===== src/rtl/tcp_mss_negotiator.sv =====
// Per-connection TCP MSS negotiation with a one-deep registered response and a lookup port.
// Optional lower clamp to MIN_MSS is enabled by defining TCP_MSS_MIN_CLAMP_EN.
module tcp_mss_negotiator #(
    parameter  int NUM_CONN      = 8,
    parameter  int MSS_W         = 16,
    parameter  int DEFAULT_MSS   = 536,
    parameter  int LOCAL_MAX_MSS = 536,
    parameter  int MIN_MSS       = 64,
    localparam int CONN_W        = (NUM_CONN > 1) ? $clog2(NUM_CONN) : 1
) (
    input  logic              clk,
    input  logic              rst_n,
    input  logic              req_valid,
    output logic              req_ready,
    input  logic [CONN_W-1:0] req_conn_id,
    input  logic              req_mss_present,
    input  logic [MSS_W-1:0]  req_client_mss,
    output logic              rsp_valid,
    input  logic              rsp_ready,
    output logic [CONN_W-1:0] rsp_conn_id,
    output logic [MSS_W-1:0]  rsp_mss,
    output logic              rsp_err,
    input  logic              clr_valid,
    input  logic [CONN_W-1:0] clr_conn_id,
    input  logic [CONN_W-1:0] lkp_conn_id,
    output logic [MSS_W-1:0]  lkp_mss,
    output logic              lkp_hit,
    output logic [15:0]       reduced_cnt
);

`ifdef TCP_MSS_MIN_CLAMP_EN
    localparam bit CLAMP_EN = 1'b1;
`else
    localparam bit CLAMP_EN = 1'b0;
`endif

    localparam logic [MSS_W-1:0] DEF_M = MSS_W'(DEFAULT_MSS);
    localparam logic [MSS_W-1:0] MAX_M = MSS_W'(LOCAL_MAX_MSS);
    // A floor of 1 is a no-op: a zero client MSS has already selected the default.
    localparam logic [MSS_W-1:0] FLOOR_M = CLAMP_EN ? MSS_W'(MIN_MSS) : MSS_W'(1);

    typedef enum logic {EMPTY, FULL} state_t;

    function automatic logic [MSS_W-1:0] negotiate(input logic present,
                                                   input logic [MSS_W-1:0] client);
        if (!present || client == '0) return DEF_M;
        if (client < FLOOR_M)         return FLOOR_M;
        if (client > MAX_M)           return MAX_M;
        return client;
    endfunction

    function automatic logic is_reduced(input logic present, input logic [MSS_W-1:0] client);
        return present && (client > MAX_M);
    endfunction

    function automatic logic [15:0] sat_inc(input logic [15:0] cnt);
        return (cnt == 16'hFFFF) ? cnt : cnt + 16'd1;
    endfunction

    state_t             state;
    logic [MSS_W-1:0]   mss_tab [NUM_CONN];
    logic [NUM_CONN-1:0] slot_vld;

    logic             accept;
    logic             req_err;
    logic             wr_en;
    logic             clr_in;
    logic             lkp_in;
    logic [MSS_W-1:0] req_m;

    assign req_ready = (state == EMPTY) || rsp_ready;
    assign accept    = req_valid && req_ready;
    assign req_err   = int'(req_conn_id) >= NUM_CONN;
    assign wr_en     = accept && !req_err;
    assign clr_in    = int'(clr_conn_id) < NUM_CONN;
    assign lkp_in    = int'(lkp_conn_id) < NUM_CONN;
    assign req_m     = req_err ? DEF_M : negotiate(req_mss_present, req_client_mss);

    always_ff @(posedge clk) begin
        if (wr_en) mss_tab[req_conn_id] <= req_m;
    end

    always_ff @(posedge clk) begin
        if (!rst_n) begin
            state       <= EMPTY;
            rsp_valid   <= 1'b0;
            rsp_conn_id <= '0;
            rsp_mss     <= '0;
            rsp_err     <= 1'b0;
            lkp_mss     <= DEF_M;
            lkp_hit     <= 1'b0;
            slot_vld    <= '0;
            reduced_cnt <= '0;
        end else begin
            case (state)
                EMPTY: if (accept) begin
                    state     <= FULL;
                    rsp_valid <= 1'b1;
                end
                FULL: if (rsp_ready && !accept) begin
                    state     <= EMPTY;
                    rsp_valid <= 1'b0;
                end
                default: state <= EMPTY;
            endcase
            if (accept) begin
                rsp_conn_id <= req_conn_id;
                rsp_mss     <= req_m;
                rsp_err     <= req_err;
            end
            // Lookup samples the table before this edge's clear/write take effect.
            lkp_hit <= lkp_in && slot_vld[lkp_conn_id];
            lkp_mss <= (lkp_in && slot_vld[lkp_conn_id]) ? mss_tab[lkp_conn_id] : DEF_M;
            if (clr_valid && clr_in) slot_vld[clr_conn_id] <= 1'b0;
            if (wr_en)               slot_vld[req_conn_id] <= 1'b1;
            if (wr_en && is_reduced(req_mss_present, req_client_mss))
                reduced_cnt <= sat_inc(reduced_cnt);
        end
    end

endmodule

===== config.mk =====
export PLATFORM = sky130hd
export DESIGN_NAME = tcp_mss_negotiator
export DESIGN_NICKNAME = d
export VERILOG_FILES = /design/src/rtl/tcp_mss_negotiator.sv
export SDC_FILE = /design/constraint.sdc
export NUM_CORES = 1
export LEC_CHECK = 0
export BUFFER_PORTS_ARGS = -buffer_cell sky130_fd_sc_hd__buf_2
export CORE_MARGIN = 8
export CORE_UTILIZATION = 50
export DETAILED_ROUTE_END_ITERATION = 10
export GPL_ROUTABILITY_DRIVEN = 0
export PLACE_DENSITY = 0.73
export SYNTH_ARGS = -nofsm -noshare
export SYNTH_HDL_FRONTEND = slang
export SYNTH_SLANG_ARGS = --single-unit

===== constraint.sdc =====
create_clock -name clk -period 2.9 [get_ports clk]
set_clock_uncertainty 0.1 [all_clocks]
set_input_delay 0.29 -clock clk [delete_from_list [all_inputs] [get_ports clk]]
set_output_delay 0.29 -clock clk [all_outputs]
set_load 0.02 [all_outputs]

---- Word level (Yosys, flattened, before mapping) ----
Memory sizes are Yosys's and may differ from the RTL's. A register that Yosys moved wholly into a read port is not among the register bits.
Index checks and enable logic that the tools add are counted.
storage, ports and cells
  output and inout port bits .............. 55
  logic and storage cells ................. 67
  input bits .............................. 31
  memories ................................ 1
  bits in writable memories ............... 128
  flip-flop bits (word level) ............. 46
memory list
  name     depth  bits a word  rd ports  clocked after Yosys merged registers in  write ports  line  text
  mss_tab  8      16           1         1                                        1            61    logic [MSS_W-1:0] mss_tab [NUM_CONN];
cells by class
  bitwise gates (word level) .............. 5
  magnitude comparators ................... 7
  muxes and demuxes ....................... 28
  reduce and logical (&&, ||, !) cells .... 15
  equality and inequality tests ........... 3
  $add $sub $neg .......................... 1
operators by type and width
  kind                     count
  $mux W16                 6
  $mux W8                  3
  $add A16 B1 Y16 const B  1
  $eq A16 B16 Y1 const B   1
  $gt A16 B10 Y1 const B   1
  $logic_not A16 Y1        1
  $lt A16 B1 Y1 const B    1
  $mux W1                  14
  $lt A3 B4 Y1 const B     3
  $and A8 B8 Y8            1
  $not A8 Y8               1
  $or A8 B8 Y8             1
  $demux W1 S3             2
  $ge A3 B1 Y1 const B     2
  $logic_and A1 B1 Y1      6
  $reduce_and A2 Y1        3
  $pmux W1 S2              2
  $bmux W1 S3              1
  $logic_not A1 Y1         3
  $logic_or A1 B1 Y1       2
  $ne A2 B1 Y1 const B     1
  $ne A2 B2 Y1 const B     1
  $not A1 Y1               2

---- Logic depth before layout (Yosys ltp) ----
Gate-level depths: netlist of the first run.
  word-level depth ........................ 10
  depth in mapped cells ................... 6
  gate-level depth less buffers ........... 5

---- Worst setup path after synthesis of the first run ----
Ideal clock, no wire load.
  path type ............................... input to register
  start ................................... in rsp_ready
  end ..................................... mem mss_tab[0][0] (enable)
  stages on the path ...................... 3
  path buffers ............................ 0
  required time ........................... 2.365 ns
  slack ................................... 0.120 ns
  setup time .............................. 0.435 ns
  data arrival time ....................... 2.245 ns
  cells stage by stage .................... nand2b_1 nand2_1 nor4_1
between the ends
  cells in the longest elaborated chain, start to end .. 4
ends and longest elaborated chain
  element                        line  text
  start: declaration             19    input logic rsp_ready,
  $logic_or A1 B1 Y1             71    assign req_ready = (state == EMPTY) || rsp_ready;
  $logic_and A1 B1 Y1            72    assign accept = req_valid && req_ready;
  $mux W1                        80    if (wr_en) mss_tab[req_conn_id] <= req_m;
  $mux W1 (implied by the code)  80
  end: declaration               61
No other way between the ends.

---- Final worst setup path of the first run ----
  start ................................... reg state
  end ..................................... mem mss_tab[0][11] (enable)
between the ends
  cells in the longest elaborated chain, start to end .. 5
ends and longest elaborated chain
  element                        line  text
  start: declaration             60    state_t state;
  start signal: assignment       85    state <= EMPTY;
  start signal: assignment       97    state <= FULL;
  start signal: assignment       101   state <= EMPTY;
  $not A1 Y1                     n/a
  $logic_or A1 B1 Y1             71
  $logic_and A1 B1 Y1            72
  $mux W1                        80
  $mux W1 (implied by the code)  80
No other way between the ends.

==> results.sh, run 1 <==
export IMPL_status="finished clean"
export IMPL_grt_use_met1_pct=20.1
export IMPL_cts_buffers=17
export IMPL_antenna_found_initial=0
export IMPL_wl_um=15300
export IMPL_dieArea_mm2=0.0193
export IMPL_period_minus_slack_ps=2000
export IMPL_dp_hpwl_um=10100
export IMPL_area_growth_pct=18.4
export IMPL_synth_seq_cells=190
export IMPL_crit_type="reg2reg"
export IMPL_peakVddDrop_mv=0.455
export IMPL_die_x_um=139
export IMPL_final_area_mm2=0.00894
export IMPL_yosys_area_top_type="edfxtp_1"
export IMPL_post_route_period_util_pct=68.9
export IMPL_cts_sinks=190
export IMPL_required_ps=2900
export IMPL_fin_nets=651
export IMPL_cts_setup_buffers=0
export IMPL_root_buffer="clkbuf_16"
export IMPL_avgViaCountPerCell=5.44
export IMPL_fin_hold_ws_ps=75.7
export IMPL_start_kind="flip-flop"
export IMPL_vias=4458
export IMPL_finalHoldViolCount=0
export IMPL_dp_slack_ps=511
export IMPL_synthFlopType="edfxtp_1"
export IMPL_start_util_pct=50.4
export IMPL_tns_ps=0
export IMPL_hold_start="req_valid"
export IMPL_power_density_mw_per_mm2=611
export IMPL_grt_busiest_layer="met2"
export IMPL_synth_edf_count=128
export IMPL_synth_warnings=0
export IMPL_grt_util_met2_pct=27.2
export IMPL_cts_tree="built"
export IMPL_gr_total_overflow=0
export IMPL_synthArstFlopShare_pct=0
export IMPL_drv_slew=0
export IMPL_antenna_cells=0
export IMPL_maxCapViolations=0
export IMPL_grt_pass1_vias=4664
export IMPL_cp_max_fo=17
export IMPL_use_met3_pct=4.13
export IMPL_relSlewSlack_pct=33.4
export IMPL_drc_errors=0
export IMPL_arrival_ps=1990
export IMPL_ctsHtreeMaxLevel=4
export IMPL_leakagePower_nw=3.31
export IMPL_yosys_area_top_type_share_pct=50.9
export IMPL_place_area_mm2=0.00837
export IMPL_syn_avg_cell_area_um2=15.7
export IMPL_dieHeight_um=139
export IMPL_hold_class="in2reg"
export IMPL_rsz0062_at_grt="no"
export IMPL_clk_latency_ps=420
export IMPL_holdBufCountCts=0
export IMPL_clockBufferDepth=2
export IMPL_synth_area_mm2=0.00755
export IMPL_place_inst=788
export IMPL_antenna_left=0
export IMPL_register_area_mm2=0.00508
export IMPL_num_io_pins=86
export IMPL_cts_repair_resize_count=0
export IMPL_drive_gt1_share_pct=28.5
export IMPL_fin_ws_ps=903
export IMPL_rows=45
export IMPL_drtIter0Drc=285
export IMPL_synthTopCellsByArea="edfxtp_1 51%, dfxtp_1 16%, mux4_2 10%, mux2i_1 4.1%, nand2b_1 1.9%"
export IMPL_max_freq_ghz=0.501
export IMPL_synth_cell_type_count=44
export IMPL_total_power_mw=5.47
export IMPL_netlist_instances=481
export IMPL_grt_pass1_wl_um=24500
export IMPL_firstDrtPassIters=5
export IMPL_instances_no_fill=820
export IMPL_groute_usage_overall_pct=16.3
export IMPL_r2r_start="state$_SDFF_PN0_"
export IMPL_setup_viol=0
export IMPL_grt_start_max_net_pins=56
export IMPL_wire_per_inst_um=18.6
export IMPL_tightest_slew_ps=998
export IMPL_portBuffers=84
export IMPL_fill_cells=1143
export IMPL_final_util_pct=59.7
export IMPL_critPathLaunch="state$_SDFF_PN0_"
export IMPL_yosysSeqAreaShare_pct=67.3
export IMPL_critPathCaptureType="flip-flop"
export IMPL_core_area_mm2=0.0150
export IMPL_multi_input_comb_area_mm2=0.00249
export IMPL_clk_pin_slew_ps=60
==> critical path: stages (launching register included) <==
cell	delay, ps
dfxtp_1	320
nand2b_1	410
nand2_1	280
nor4_2	210
buf_4	340
==> path summary, 6_finish.rpt <==
kind                                      end  slack [ps]  depth (start not counted)
setup / recovery     mss_tab[0][11]$_DFFE_PP_         900                          4
hold / removal               state$_SDFF_PN0_          80                          3
setup reg to reg     mss_tab[0][11]$_DFFE_PP_         900                          4
hold reg to reg   rsp_conn_id[2]$_SDFFE_PN0P_         380                          2
==> cell type report <==
type	instances	area share [%]
Clock buffer	21	5.04
Clock inverter	11	1.32
Inverter	5	0.210
Multi-Input combinational cell	304	27.8
Sequential cell	190	56.9
Tap cell	188	2.63
Timing Repair Buffer	101	6.13
==> sequential cells by signal, summed over array words and instances, names as in the netlist <==
register	cells
reduced_cnt	16
state	1
mss_tab	128
rsp_mss	16
slot_vld	8
lkp_hit	1
rsp_conn_id	3
rsp_valid	1
lkp_mss	16
==> synthesized netlist by cell type, drive strengths merged, types with 5 or more instances <==
master     n
and2      10
nand2b    23
clkbuf    14
nand2     32
a2111oi    6
nand3     12
o21a      14
edfxtp   128
nand4      5
buf       16
mux2i     31
inv        5
nor3       6
a32o       7
dfxtp     62
and3      18
nor4       7
nor2      21
mux4      34
==> cells in the final DEF, fill, tap and decap left out, types with 17 or more instances in the layout <==
| master | count |
|---|---|
| and3_1 | 17 |
| buf_2 | 84 |
| buf_4 | 17 |
| clkbuf_16 | 17 |
| conb_1 | 49 |
| dfxtp_1 | 62 |
| edfxtp_1 | 128 |
| mux2i_1 | 31 |
| mux4_2 | 34 |
| nand2_1 | 31 |
| nand2b_1 | 23 |
| nor2_1 | 21 |
==> cells by family after synthesis <==
logic type                 synth area share [%]
adders and majority gates                 0.166
muxes                                      14.4
AOI/OAI and AO/OA                          5.57
other                                    0.0497
DFF                                        67.3
and+or+nand+nor                            10.0
buffers and inverters                      2.45
==> metal layers <==
metal / up-vias / wire length [µm]
met5: - / 0
met4: 0 / 231
met3: 18 / 834
met2: 149 / 7590
met1: 2214 / 6640
li1: 2077 / -
==> where the power goes <==
part	internal (mW)	leakage (nW)	switching, mW
logic	0.116	1.42	0.175
registers	2.93	1.62	0.0181
clock network	1.29	0.266	0.940
total	4.33	3.31	1.13
Note: power is estimated with default switching activity, not from simulation.
==> inputs of run 2 (changes only) <==
- clock period: 2.9 -> 1.65 ns (I/O delays scaled with it)
==> run 2 against run 1 <==
  * Power grew 80%
  * Utilization grew 5.8 points
  * Cell area grew 9.8%
  * Maximum frequency grew 19%
  * Worst setup slack lost 930 ps
  * The flow now finishes with violations (negative setup slack)
  * Largest power group unchanged
==> results.sh, run 2 (synthesis gave the netlist of run 1 again) <==
export IMPL_grt_pass1_vias=5050
export IMPL_area_growth_pct=30.0
export IMPL_core_area_mm2=0.0150
export IMPL_crit_type="reg2reg"
export IMPL_cts_buffers=17
export IMPL_dieArea_mm2=0.0193
export IMPL_start_kind="flip-flop"
export IMPL_final_cell_mix="128 x edfxtp_1, 84 x buf_2, 52 x dfxtp_1"
export IMPL_final_util_pct=65.5
export IMPL_status="complete, but fails checks"
export IMPL_fin_nets=695
export IMPL_grt_pass1_wl_um=27000
export IMPL_rrSetupSlack_ps=-30
export IMPL_max_freq_ghz=0.597
export IMPL_rsz0062_at_grt="yes"
export IMPL_clockBufferDepth=2
export IMPL_dp_hpwl_um=10800
export IMPL_setup_viol=3
export IMPL_cts_tree="built"
export IMPL_instances_no_fill=864
export IMPL_avgViaCountPerCell=5.43
export IMPL_cp_max_fo=6
export IMPL_die_x_um=139
export IMPL_cts_sinks=190
export IMPL_power_density_mw_per_mm2=1000
export IMPL_violations="negative setup slack"
export IMPL_total_power_mw=9.85
export IMPL_finalHoldViolCount=0
export IMPL_post_route_period_util_pct=102
export IMPL_place_inst=825
export IMPL_crit_chain="ha_4 > and2_4 > and3_4 > a2111oi_4 > mux2i_1"
export IMPL_grt_start_max_net_pins=40
export IMPL_clk_latency_ps=430
export IMPL_vias=4692
export IMPL_crit_end="reduced_cnt[4]$_SDFFE_PN0P_"
export IMPL_critPathCaptureType="flip-flop"
export IMPL_maxCapViolations=0
export IMPL_groute_usage_overall_pct=18.2
export IMPL_largest_register="mss_tab"
export IMPL_drive_gt1_share_pct=37.7
export IMPL_period_minus_slack_ps=1680
export IMPL_largest_reg_flops=128
export IMPL_clk_pin_slew_ps=60
export IMPL_root_buffer="clkbuf_16"
export IMPL_dp_slack_ps=-310
export IMPL_wl_um=16800
export IMPL_max_stage_delay_ps=360
export IMPL_num_io_pins=86
export IMPL_required_ps=1900
export IMPL_drv_slew=0
export IMPL_rr_worst_depth=5
export IMPL_final_common_cell="edfxtp_1"
export IMPL_wire_per_inst_um=19.4
export IMPL_antenna_found_initial=0
export IMPL_dieHeight_um=139
export IMPL_reg2reg_to="reduced_cnt[4]$_SDFFE_PN0P_"
export IMPL_start_util_pct=50.4
export IMPL_peakVddDrop_mv=0.760
export IMPL_leakagePower_nw=3.62
export IMPL_rows=45
export IMPL_gr_total_overflow=0
export IMPL_firstDrtPassIters=5
export IMPL_cpMaxStageDelayCell="a2111oi_4"
export IMPL_portBuffers=84
export IMPL_hold_class="in2reg"
export IMPL_ctsHtreeMaxLevel=4
export IMPL_antenna_left=0
export IMPL_r2r_start="reduced_cnt[1]$_SDFFE_PN0P_"
export IMPL_antenna_cells=0
export IMPL_fin_ws_ps=-25.3
export IMPL_drc_errors=0
export IMPL_critPathLaunch="reduced_cnt[1]$_SDFFE_PN0P_"
export IMPL_drtIter0Drc=302
export IMPL_arrival_ps=1930
[run 2: worst min-delay path by stage]
stage,startpoint,end,slack [ps],cells after the start
floorplan,req_valid,state$_SDFF_PN0_,200,2
detailed placement,rsp_conn_id[0]$_SDFFE_PN0P_,rsp_conn_id[0]$_SDFFE_PN0P_,360,2
CTS,clr_conn_id[1],slot_vld[1]$_SDFF_PN0_,10,3
global placement,rsp_conn_id[1]$_SDFFE_PN0P_,rsp_conn_id[1]$_SDFFE_PN0P_,350,2
finish,clr_conn_id[1],slot_vld[1]$_SDFF_PN0_,30,3
global route,clr_conn_id[1],slot_vld[1]$_SDFF_PN0_,30,3
[run 2: final cells by class]
| type | count | area, µm² |
|---|---|---|
| Clock buffer | 20 | 437 |
| Clock inverter | 12 | 148 |
| Fill cell | 1057 | 5160 |
| Inverter | 5 | 18.8 |
| Multi-Input combinational cell | 305 | 2830 |
| Sequential cell | 190 | 5120 |
| Tap cell | 188 | 235 |
| Timing Repair Buffer | 144 | 1030 |
[run 2: stage by stage]
| stage | hold WS [ps] | instance area (µm²) | TNS (ps) |
|---|---|---|---|
| 2_1_floorplan | 196 | 8020 | -5320 |
| 3_3_place_gp | 350 | 9050 | -22320 |
| 3_5_place_dp | 356 | 9050 | -27590 |
| 4_1_cts | 10.2 | 9780 | -88.9 |
| 5_1_grt | 34.3 | 9820 | -360 |
| 6_report | 33.9 | 9820 | -46.5 |
[run 2: worst max-delay path, delay by kind of cell, from the launching register on]
family | cells | cell delay [ps]
and+or+nand+nor | 2 | 410
muxes | 1 | 220
adders and majority gates | 1 | 150
DFF | 1 | 350
AOI/OAI and AO/OA | 1 | 360
[run 2: per-layer routing]
metal / GRT usage (%) / routed length, µm / vias up
met5: 0 / 0 / -
met4: 7.74 / 414 / 0
met3: 5.13 / 833 / 34
met2: 32.1 / 8810 / 117
met1: 20.2 / 6740 / 2362
li1: - / - / 2179
[run 2: what timing repair did]
item / in CTS / in global routing
cloned: 1 / 0
endpoints found under the setup margin: 9 / 61
pin swaps: 5 / 5
hold buffers: 4 / 0
resized for setup: 11 / 6
buffers inserted: 0 / 3
hold endpoints to repair: 4 / 0
[run 2: report_power, final]
| part | internal (mW) | switching (mW) | leakage, nW |
|---|---|---|---|
| Sequential | 5.14 | 0.0334 | 1.62 |
| Combinational | 0.273 | 0.351 | 1.71 |
| Clock | 2.37 | 1.68 | 0.285 |
| Total | 7.79 | 2.06 | 3.62 |
==> inputs of run 3 (changes only) <==
- GPL_TIMING_DRIVEN: default -> 0
==> run 3 against run 2 <==
  * The run still ends with negative setup slack left
  * Power about the same
  * Via count about the same
  * Sequential power about the same
  * Worst setup slack got worse by 81 ps
  * Worst hold slack improved by 10 ps
  * Sequential share of layout area increased by 1.0 points
  * Register-to-register slack got worse by 80 ps
  * Critical endpoint is now reduced_cnt[14]$_SDFFE_PN0P_
  * Largest cell class unchanged
==> results.sh, run 3 (synthesis gave the netlist of run 1 again) <==
export IMPL_status="complete, but fails checks"
export IMPL_violations="negative setup slack"
export IMPL_clk_latency_ps=420
export IMPL_area_growth_pct=27.6
export IMPL_max_freq_ghz=0.569
export IMPL_critPathCaptureType="flip-flop"
export IMPL_die_x_um=139
export IMPL_final_cell_mix="128 x edfxtp_1, 86 x buf_2, 51 x dfxtp_1"
export IMPL_grt_pass1_vias=5077
export IMPL_total_power_mw=9.85
export IMPL_relSlewSlack_pct=39.7
export IMPL_tns_ps=-877
export IMPL_cpMaxStageDelayCell="or4_1"
export IMPL_crit_chain="ha_4 > and2_4 > buf_4 > nand3_4 > or4_1 > o211a_1"
export IMPL_period_minus_slack_ps=1760
export IMPL_start_util_pct=50.4
export IMPL_groute_usage_overall_pct=18.1
export IMPL_power_density_mw_per_mm2=1020
export IMPL_cts_sinks=190
export IMPL_cts_buffers=17
export IMPL_hold_start="clr_conn_id[2]"
export IMPL_arrival_ps=1970
export IMPL_dieHeight_um=139
export IMPL_critical_path_top_delay_family="simple AND/OR/NAND/NOR gates"
export IMPL_critPathLaunch="reduced_cnt[0]$_SDFFE_PN0P_"
export IMPL_rows=45
export IMPL_wl_um=17100
export IMPL_dp_slack_ps=-643
export IMPL_finalHoldViolCount=0
export IMPL_dieArea_mm2=0.0193
export IMPL_clk_pin_slew_ps=70
export IMPL_antenna_left=0
export IMPL_antenna_found_initial=0
export IMPL_root_buffer="clkbuf_16"
export IMPL_portBuffers=80
export IMPL_start_kind="flip-flop"
export IMPL_vias=4695
export IMPL_gr_total_overflow=0
export IMPL_clockBufferDepth=2
export IMPL_ctsHtreeMaxLevel=4
export IMPL_cp_buffers_inverters=1
export IMPL_hold_class="in2reg"
export IMPL_fin_nets=683
export IMPL_crit_type="reg2reg"
export IMPL_drtIter0Drc=399
export IMPL_avgViaCountPerCell=5.50
export IMPL_rsz0062_at_grt="yes"
export IMPL_wire_per_inst_um=20.0
export IMPL_final_common_cell="edfxtp_1"
export IMPL_grt_start_max_net_pins=18
export IMPL_cts_tree="built"
export IMPL_leakagePower_nw=3.52
export IMPL_drv_slew=0
export IMPL_setup_viol=15
export IMPL_dp_hpwl_um=11000
export IMPL_firstDrtPassIters=5
export IMPL_num_io_pins=86
export IMPL_place_inst=797
export IMPL_tightest_slew_ps=905
export IMPL_fin_ws_ps=-107
export IMPL_instances_no_fill=853
export IMPL_cp_max_fo=6
export IMPL_post_route_period_util_pct=106
export IMPL_core_area_mm2=0.0150
export IMPL_drc_errors=0
export IMPL_r2r_start="reduced_cnt[0]$_SDFFE_PN0P_"
export IMPL_largest_register="mss_tab"
export IMPL_largest_reg_flops=128
export IMPL_required_ps=1860
export IMPL_drive_gt1_share_pct=34.8
export IMPL_rrSetupSlack_ps=-110
export IMPL_peakVddDrop_mv=0.677
export IMPL_max_stage_delay_ps=440
export IMPL_fin_hold_ws_ps=44.0
export IMPL_grt_pass1_wl_um=26900
export IMPL_maxCapViolations=0
==> run 3: final cells by class <==
class / count / area (µm²)
diodes: 1 / 2.50
clock buffers: 19 / 443
multi-input cells: 304 / 2770
fillers: 1071 / 5350
flip-flops and latches: 190 / 5120
inverters: 5 / 18.8
well taps: 188 / 235
clock inverters: 13 / 146
plain buffers: 28 / 195
repair buffers: 105 / 707
==> run 3: final timing paths <==
path / endpoint / cells past startpoint
max: reduced_cnt[14]$_SDFFE_PN0P_ / 6
min: slot_vld[0]$_SDFF_PN0_ / 3
max reg2reg: reduced_cnt[14]$_SDFFE_PN0P_ / 6
min reg2reg: rsp_conn_id[0]$_SDFFE_PN0P_ / 2
==> run 3: tightest hold or removal path, delay by kind of cell <==
family | cells | cell delay (ps)
AO/OA/AOI/OAI | 2 | 240
buffers and inverters | 1 | 120
==> run 3: per-layer routing <==
metal | routed length [µm] | part of all wire (%) | vias to the layer above | track usage [%]
met1 | 6870 | 40 | 2349 | 20.7
met2 | 8750 | 51 | 158 | 31.4
met5 | 0 | 0 | - | 0
met3 | 1050 | 6.1 | 32 | 5.13
li1 | - | - | 2156 | -
met4 | 390 | 2.3 | 0 | 7.34
==> run 3: where the power goes <==
part | internal [mW] | total (mW) | switching [mW]
Clock | 2.40 | 4.07 | 1.67
Sequential | 5.14 | 5.18 | 0.0340
Combinational | 0.248 | 0.604 | 0.356
Total | 7.79 | 9.85 | 2.06
==> run 3: repair_timing <==
action                                  CTS  global route
endpoints found under the setup margin  241            34
hold endpoints to repair                  6             0
cloned                                    0             0
buffers inserted                         13             6
gates resized for setup                   5            18
pin swaps                                12            13
hold buffers                              6             0
==> run 3: stage by stage <==
stage	cell area (µm²)	util (%)
2_1_floorplan	8020	-
4_1_cts	9520	63.6
3_5_place_dp	8650	57.8
5_1_grt	9630	64.3
3_3_place_gp	8650	57.8
6_report	9630	64.3
